## config.mk

```make
export PLATFORM = sky130hd
export DESIGN_NAME = spi_slave_port
export DESIGN_NICKNAME = d
export VERILOG_FILES = /design/src/rtl/spi_slave_port.sv
export SDC_FILE = /design/constraint.sdc
export NUM_CORES = 1
export LEC_CHECK = 0
export CAP_MARGIN = 20
export CORE_MARGIN = 2
export CORE_UTILIZATION = 45
export CTS_BUF_LIST = sky130_fd_sc_hd__clkbuf_16
export DETAILED_ROUTE_END_ITERATION = 8
export PLACE_DENSITY_LB_ADDON = 0.08
export SETUP_SLACK_MARGIN = 0.05
export SYNTH_ARGS = -nofsm -noshare
export SYNTH_HDL_FRONTEND = slang
export SYNTH_SLANG_ARGS = --single-unit
```

## constraint.sdc

```tcl
create_clock -name clk_i -period 7 [get_ports clk_i]
set_input_delay 1.75 -clock clk_i [delete_from_list [all_inputs] [get_ports clk_i]]
set_output_delay 1.75 -clock clk_i [all_outputs]
set_load 0.1 [all_outputs]
```

## src/rtl/spi_slave_port.sv

```systemverilog
// SPI slave endpoint: 16-bit (N-bit) words, CPOL=0 / CPHA=1, MSB first.
// SCK/SSEL/MOSI are oversampled on clk_i; the master must run SCK at
// most clk_i/8 so every half-period spans several system clocks.
// A single-entry TX buffer with req/ack handshake feeds the shifter,
// and each completed RX word is presented on do_o with a 1-cycle strobe.
module spi_slave_port #(
   parameter int             N       = 16,
   parameter logic [N-1:0]   TX_IDLE = '0
) (
   input  logic         clk_i,
   input  logic         rst_i,
   input  logic         spi_sck_i,
   input  logic         spi_ssel_i,
   input  logic         spi_mosi_i,
   output logic         spi_miso_o,
   output logic         spi_miso_oe_o,
   input  logic [N-1:0] di_i,
   input  logic         wren_i,
   output logic         di_req_o,
   output logic         wr_ack_o,
   output logic [N-1:0] do_o,
   output logic         do_valid_o,
   output logic         tx_underrun_o,
   output logic         frame_err_o
);

   localparam int             CW   = (N > 2) ? $clog2(N) : 1;
   localparam logic [CW-1:0]  LAST = CW'(N - 1);

   typedef enum logic {IDLE, SHIFT} state_t;

   state_t          state, state_nxt;

   // [0] = sync stage 1, [1] = sync stage 2, [2] = history (edge reference)
   logic [2:0]      sck_p, ssel_p;
   // MOSI is only ever sampled, never edge-detected, so it needs no history flop
   logic [1:0]      mosi_p;

   logic            sck_rise, sck_fall, ssel_rise, ssel_fall, mosi_s;

   logic [CW-1:0]   bit_cnt;
   logic [N-1:0]    tx_shift, rx_shift, tx_buf, do_r;
   logic            tx_full, wr_ack, do_valid, tx_underrun, frame_err;
   logic            miso, miso_oe;

   // FSM control strobes
   logic            open_frame, close_frame, launch, capture, word_end, ld;
   logic            wr_ok;

   // two-flop synchronisers plus edge-history flop; SSEL idles high
   always_ff @(posedge clk_i or posedge rst_i) begin
      if (rst_i) begin
         sck_p  <= 3'b000;
         ssel_p <= 3'b111;
         mosi_p <= 2'b00;
      end else begin
         sck_p  <= {sck_p[1:0], spi_sck_i};
         ssel_p <= {ssel_p[1:0], spi_ssel_i};
         mosi_p <= {mosi_p[0], spi_mosi_i};
      end
   end

   assign sck_rise  =  sck_p[1]  & ~sck_p[2];
   assign sck_fall  = ~sck_p[1]  &  sck_p[2];
   assign ssel_rise =  ssel_p[1] & ~ssel_p[2];
   assign ssel_fall = ~ssel_p[1] &  ssel_p[2];
   assign mosi_s    =  mosi_p[1];

   // state register
   always_ff @(posedge clk_i or posedge rst_i) begin
      if (rst_i) state <= IDLE;
      else       state <= state_nxt;
   end

   // next state and per-cycle control; SSEL rising beats any SCK edge
   always_comb begin
      state_nxt   = state;
      open_frame  = 1'b0;
      close_frame = 1'b0;
      launch      = 1'b0;
      capture     = 1'b0;
      word_end    = 1'b0;
      ld          = 1'b0;
      case (state)
         IDLE: begin
            if (ssel_fall) begin
               state_nxt  = SHIFT;
               open_frame = 1'b1;
               ld         = 1'b1;
            end
         end
         SHIFT: begin
            if (ssel_rise) begin
               state_nxt   = IDLE;
               close_frame = 1'b1;
            end else begin
               launch   = sck_rise;
               capture  = sck_fall;
               word_end = sck_fall && (bit_cnt == LAST);
               ld       = word_end;
            end
         end
         default: state_nxt = IDLE;
      endcase
   end

   // a write is taken only into an empty buffer; the full flag is sampled
   // before this cycle's load, so a same-cycle load from empty underruns
   // while the write still fills the buffer for the next word
   assign wr_ok = wren_i & ~tx_full;

   // TX buffer and handshake strobes
   always_ff @(posedge clk_i or posedge rst_i) begin
      if (rst_i) begin
         tx_buf      <= '0;
         tx_full     <= 1'b0;
         wr_ack      <= 1'b0;
         tx_underrun <= 1'b0;
      end else begin
         wr_ack      <= wr_ok;
         tx_underrun <= ld & ~tx_full;
         if (wr_ok) begin
            tx_buf  <= di_i;
            tx_full <= 1'b1;
         end else if (ld) begin
            tx_full <= 1'b0;
         end
      end
   end

   // shift datapath: launch on SCK rise, capture on SCK fall
   always_ff @(posedge clk_i or posedge rst_i) begin
      if (rst_i) begin
         tx_shift  <= '0;
         rx_shift  <= '0;
         bit_cnt   <= '0;
         do_r      <= '0;
         do_valid  <= 1'b0;
         frame_err <= 1'b0;
         miso      <= 1'b0;
         miso_oe   <= 1'b0;
      end else begin
         do_valid  <= 1'b0;
         frame_err <= 1'b0;

         if (open_frame) begin
            bit_cnt  <= '0;
            rx_shift <= '0;
            miso_oe  <= 1'b1;
         end

         // partial words are dropped; only a non-zero count is an error
         if (close_frame) begin
            frame_err <= (bit_cnt != '0);
            bit_cnt   <= '0;
            rx_shift  <= '0;
            miso_oe   <= 1'b0;
            miso      <= 1'b0;
         end

         if (launch) begin
            miso     <= tx_shift[N-1];
            tx_shift <= {tx_shift[N-2:0], 1'b0};
         end

         if (capture) begin
            rx_shift <= {rx_shift[N-2:0], mosi_s};
            if (word_end) begin
               do_r     <= {rx_shift[N-2:0], mosi_s};
               do_valid <= 1'b1;
               bit_cnt  <= '0;
            end else begin
               bit_cnt  <= bit_cnt + 1'b1;
            end
         end

         // frame start or word boundary: next word from buffer, else idle pattern
         if (ld) tx_shift <= tx_full ? tx_buf : TX_IDLE;
      end
   end

   assign spi_miso_o    = miso;
   assign spi_miso_oe_o = miso_oe;
   assign di_req_o      = ~tx_full;
   assign wr_ack_o      = wr_ack;
   assign do_o          = do_r;
   assign do_valid_o    = do_valid;
   assign tx_underrun_o = tx_underrun;
   assign frame_err_o   = frame_err;

endmodule

```

==> impl_metrics.ini <==
[outcome]
status = finished, final reports clean

[place]
dp_hpwl_um = 3630
routabilityCongestion = 0.734
port_buffers = 44
post-place-ws_ns = 3.33
placed_area_mm2 = 0.00394

[worst_setup_path]
crit_type = reg -> out
max_stage_delay_ns = 1.15
start_kind = flip-flop
cp_max_fo = 18
crit_arrival_ns = 2.27
critPathRequiredTime_ns = 5.25
r2r_setup_slack_ns = 4.81
timing.rr.start = state$_DFF_PP0_
path_cells = inv_1 > clkdlybuf4s50_1
end_kind = primary output
reg2reg_depth = 4
rr_endpoint = bit_cnt[0]$_DFFE_PP0P_
critPathSlowestCell = clkdlybuf4s50_1

[clocking]
cts_resized = 0
cts_tree = yes
clk_pin_slew_ns = 0.06
holdBufCountCts = 0
cts_max_level = 3
cts_buffer_depth = 2
cts_made_buffers = 9
insertion_delay_ns = 0.33
root_buffer = clkbuf_16
cts_sinks = 83
cts_post_setup_buffers_inserted = 0

[synthesis]
syn_nets = 261
synth_top_cell_area_share = 0.577
ys_ff_latch = 83
syn_inst = 237
synth_edf_count = 0
synth.area.top_cells = dfrtp_1 58%, mux2i_1 8.9%, mux2_2 7.8%, a22o_1 4.3%, mux2_4 3.9%
synth_seq_area_share = 0.600
avgSynthCellArea_um2 = 14.6
syn_area_mm2 = 0.00347
async_flop_share = 1.00
yosysMostFrequentCell = dfrtp_1
synthTopCellsByCount = 80 x dfrtp_1, 31 x mux2i_1, 24 x mux2_2, 17 x a22o_1, 16 x nand2_1
yosys.area.top_type = dfrtp_1
yosysUniqueCellTypes = 38
yosysWarnings = 0
synth_flop_cell = dfrtp_1

[cells_and_area]
multi_input_area_mm2 = 0.00125
post-route-cell-area_mm2 = 0.00423
regArea_mm2 = 0.00208
antenna_cells = 0
drive_gt1_frac = 0.233
synthToLayoutAreaGrowth_pct = 21.9
final_net_count = 307
fill_cells = 664

[global_route]
use_met2 = 0.219
grt_util_met1 = 0.211
grt_first_pass_wirelength_um = 9860
grt_pass1_vias = 1943
antenna_found_initial = 0
grt_max_degree = 84
met3_usage = 0.0411
globalRouteOverflowTotal = 0
grt_busiest_layer = met2
grt_use_total = 0.153

[sta]
tns_ns = 0
slew_viol_final = 0
final.min_clock_period_ns = 4.02
max_slew_margin = 0.339
min_period_over_period = 0.574
worst_slew_pin_slew_ns = 0.988
max_freq_mhz = 249
postLayoutSetupSlackWorst_ns = 2.98
setup-violations-final = 0
skew_ns = 0.00814
finalHoldViolCount = 0
rsz0062_at_grt = false

[hold_path]
hp-start = sck_p[0]$_DFF_PP0_
hp-class = reg -> reg
hold_depth = 0
hold_end = sck_p[1]$_DFF_PP0_

[drt]
num_vias = 1964
routed_wl_um = 5790
dr.pass1.iters = 4
wl_per_cell_um = 14.9
ant_nets = 0
drc = 0
vias_per_cell = 5.04
drtIter0Drc = 70

[floorplan]
die_y_um = 91.8
die_x_um = 91.8
rows = 32
core_area_mm2 = 0.00761
die-area_mm2 = 0.00843
start_util = 0.456
ios = 45

[pwr]
max-vdd-ir-drop_mv = 0.164
power_density_mw_per_mm2 = 321
finalPower_mw = 1.36
p_leak_nw = 1.98

[flow_run]
cap_violations = 0
[where the power goes]
group	switching, mW	internal [mW]
clock	0.180	0.235
combinational	0.149	0.130
sequential	0.0754	0.587
total	0.405	0.952
[layer usage]
layer | vias up | part of all wire
li1 | 936 | -
met1 | 978 | 0.49
met2 | 36 | 0.45
met3 | 14 | 0.033
met4 | 0 | 0.025
met5 | - | 0
[critical path: cells and delay by family, from the launching register on]
family | cells | cell delay (ns)
flip-flops | 1 | 0.61
buffers and inverters | 2 | 1.33
[cell type report]
class | instances | share of cell area
sequential | 83 | 0.492
timing repair buffer | 47 | 0.114
clock inverter | 7 | 0.00858
multi-input combinational | 135 | 0.295
tap | 102 | 0.0302
inverter | 7 | 0.00651
clock buffer | 9 | 0.0533
[flip-flops by register name (all words and copies together), names as in the netlist]
register / flops
bit_cnt: 4
do_o: 16
do_valid_o: 1
frame_err_o: 1
mosi_p: 2
rx_shift: 15
sck_p: 3
spi_miso_o: 1
spi_miso_oe_o: 1
ssel_p: 3
state: 1
tx_buf: 16
tx_full: 1
tx_shift: 16
tx_underrun_o: 1
wr_ack_o: 1
[worst max path at each step]
stage                        start                endpoint  slack [ns]
6_report       tx_full$_DFFE_PP0P_                di_req_o        2.98
5_1_grt        tx_full$_DFFE_PP0P_                di_req_o        2.85
4_1_cts        tx_full$_DFFE_PP0P_                di_req_o        2.96
3_5_place_dp   tx_full$_DFFE_PP0P_                di_req_o        3.33
3_3_place_gp   tx_full$_DFFE_PP0P_                di_req_o        3.34
2_1_floorplan                rst_i  bit_cnt[0]$_DFFE_PP0P_        3.12
[cell families after synthesis]
kind of cell	synth area share
adders and majority gates	0.00721
muxes	0.206
buffers and inverters	0.0404
AOI/OAI and AO/OA	0.0707
DFF	0.600
and+or+nand+nor	0.0754
[per-stage QoR]
step                      std cells  hold WS (ns)   util
after global routing            390         0.365  0.556
after CTS                       389         0.356  0.552
after floorplan                 237         0.331      -
after detailed placement        373         0.343  0.518
after global placement          373         0.333  0.518
final                           390         0.355  0.556
[cell usage in the layout, fill, tap and decap left out, drive strengths merged, types with 5 or more instances in the layout]
cell and count:
inv 7, mux2 33, nor2 5, a22o 17
dfrtp 80, clkbuf 9, mux2i 31, clkinv 5
clkdlybuf4s50 44, nand2 16
Power figures use the tool's default switching activity.
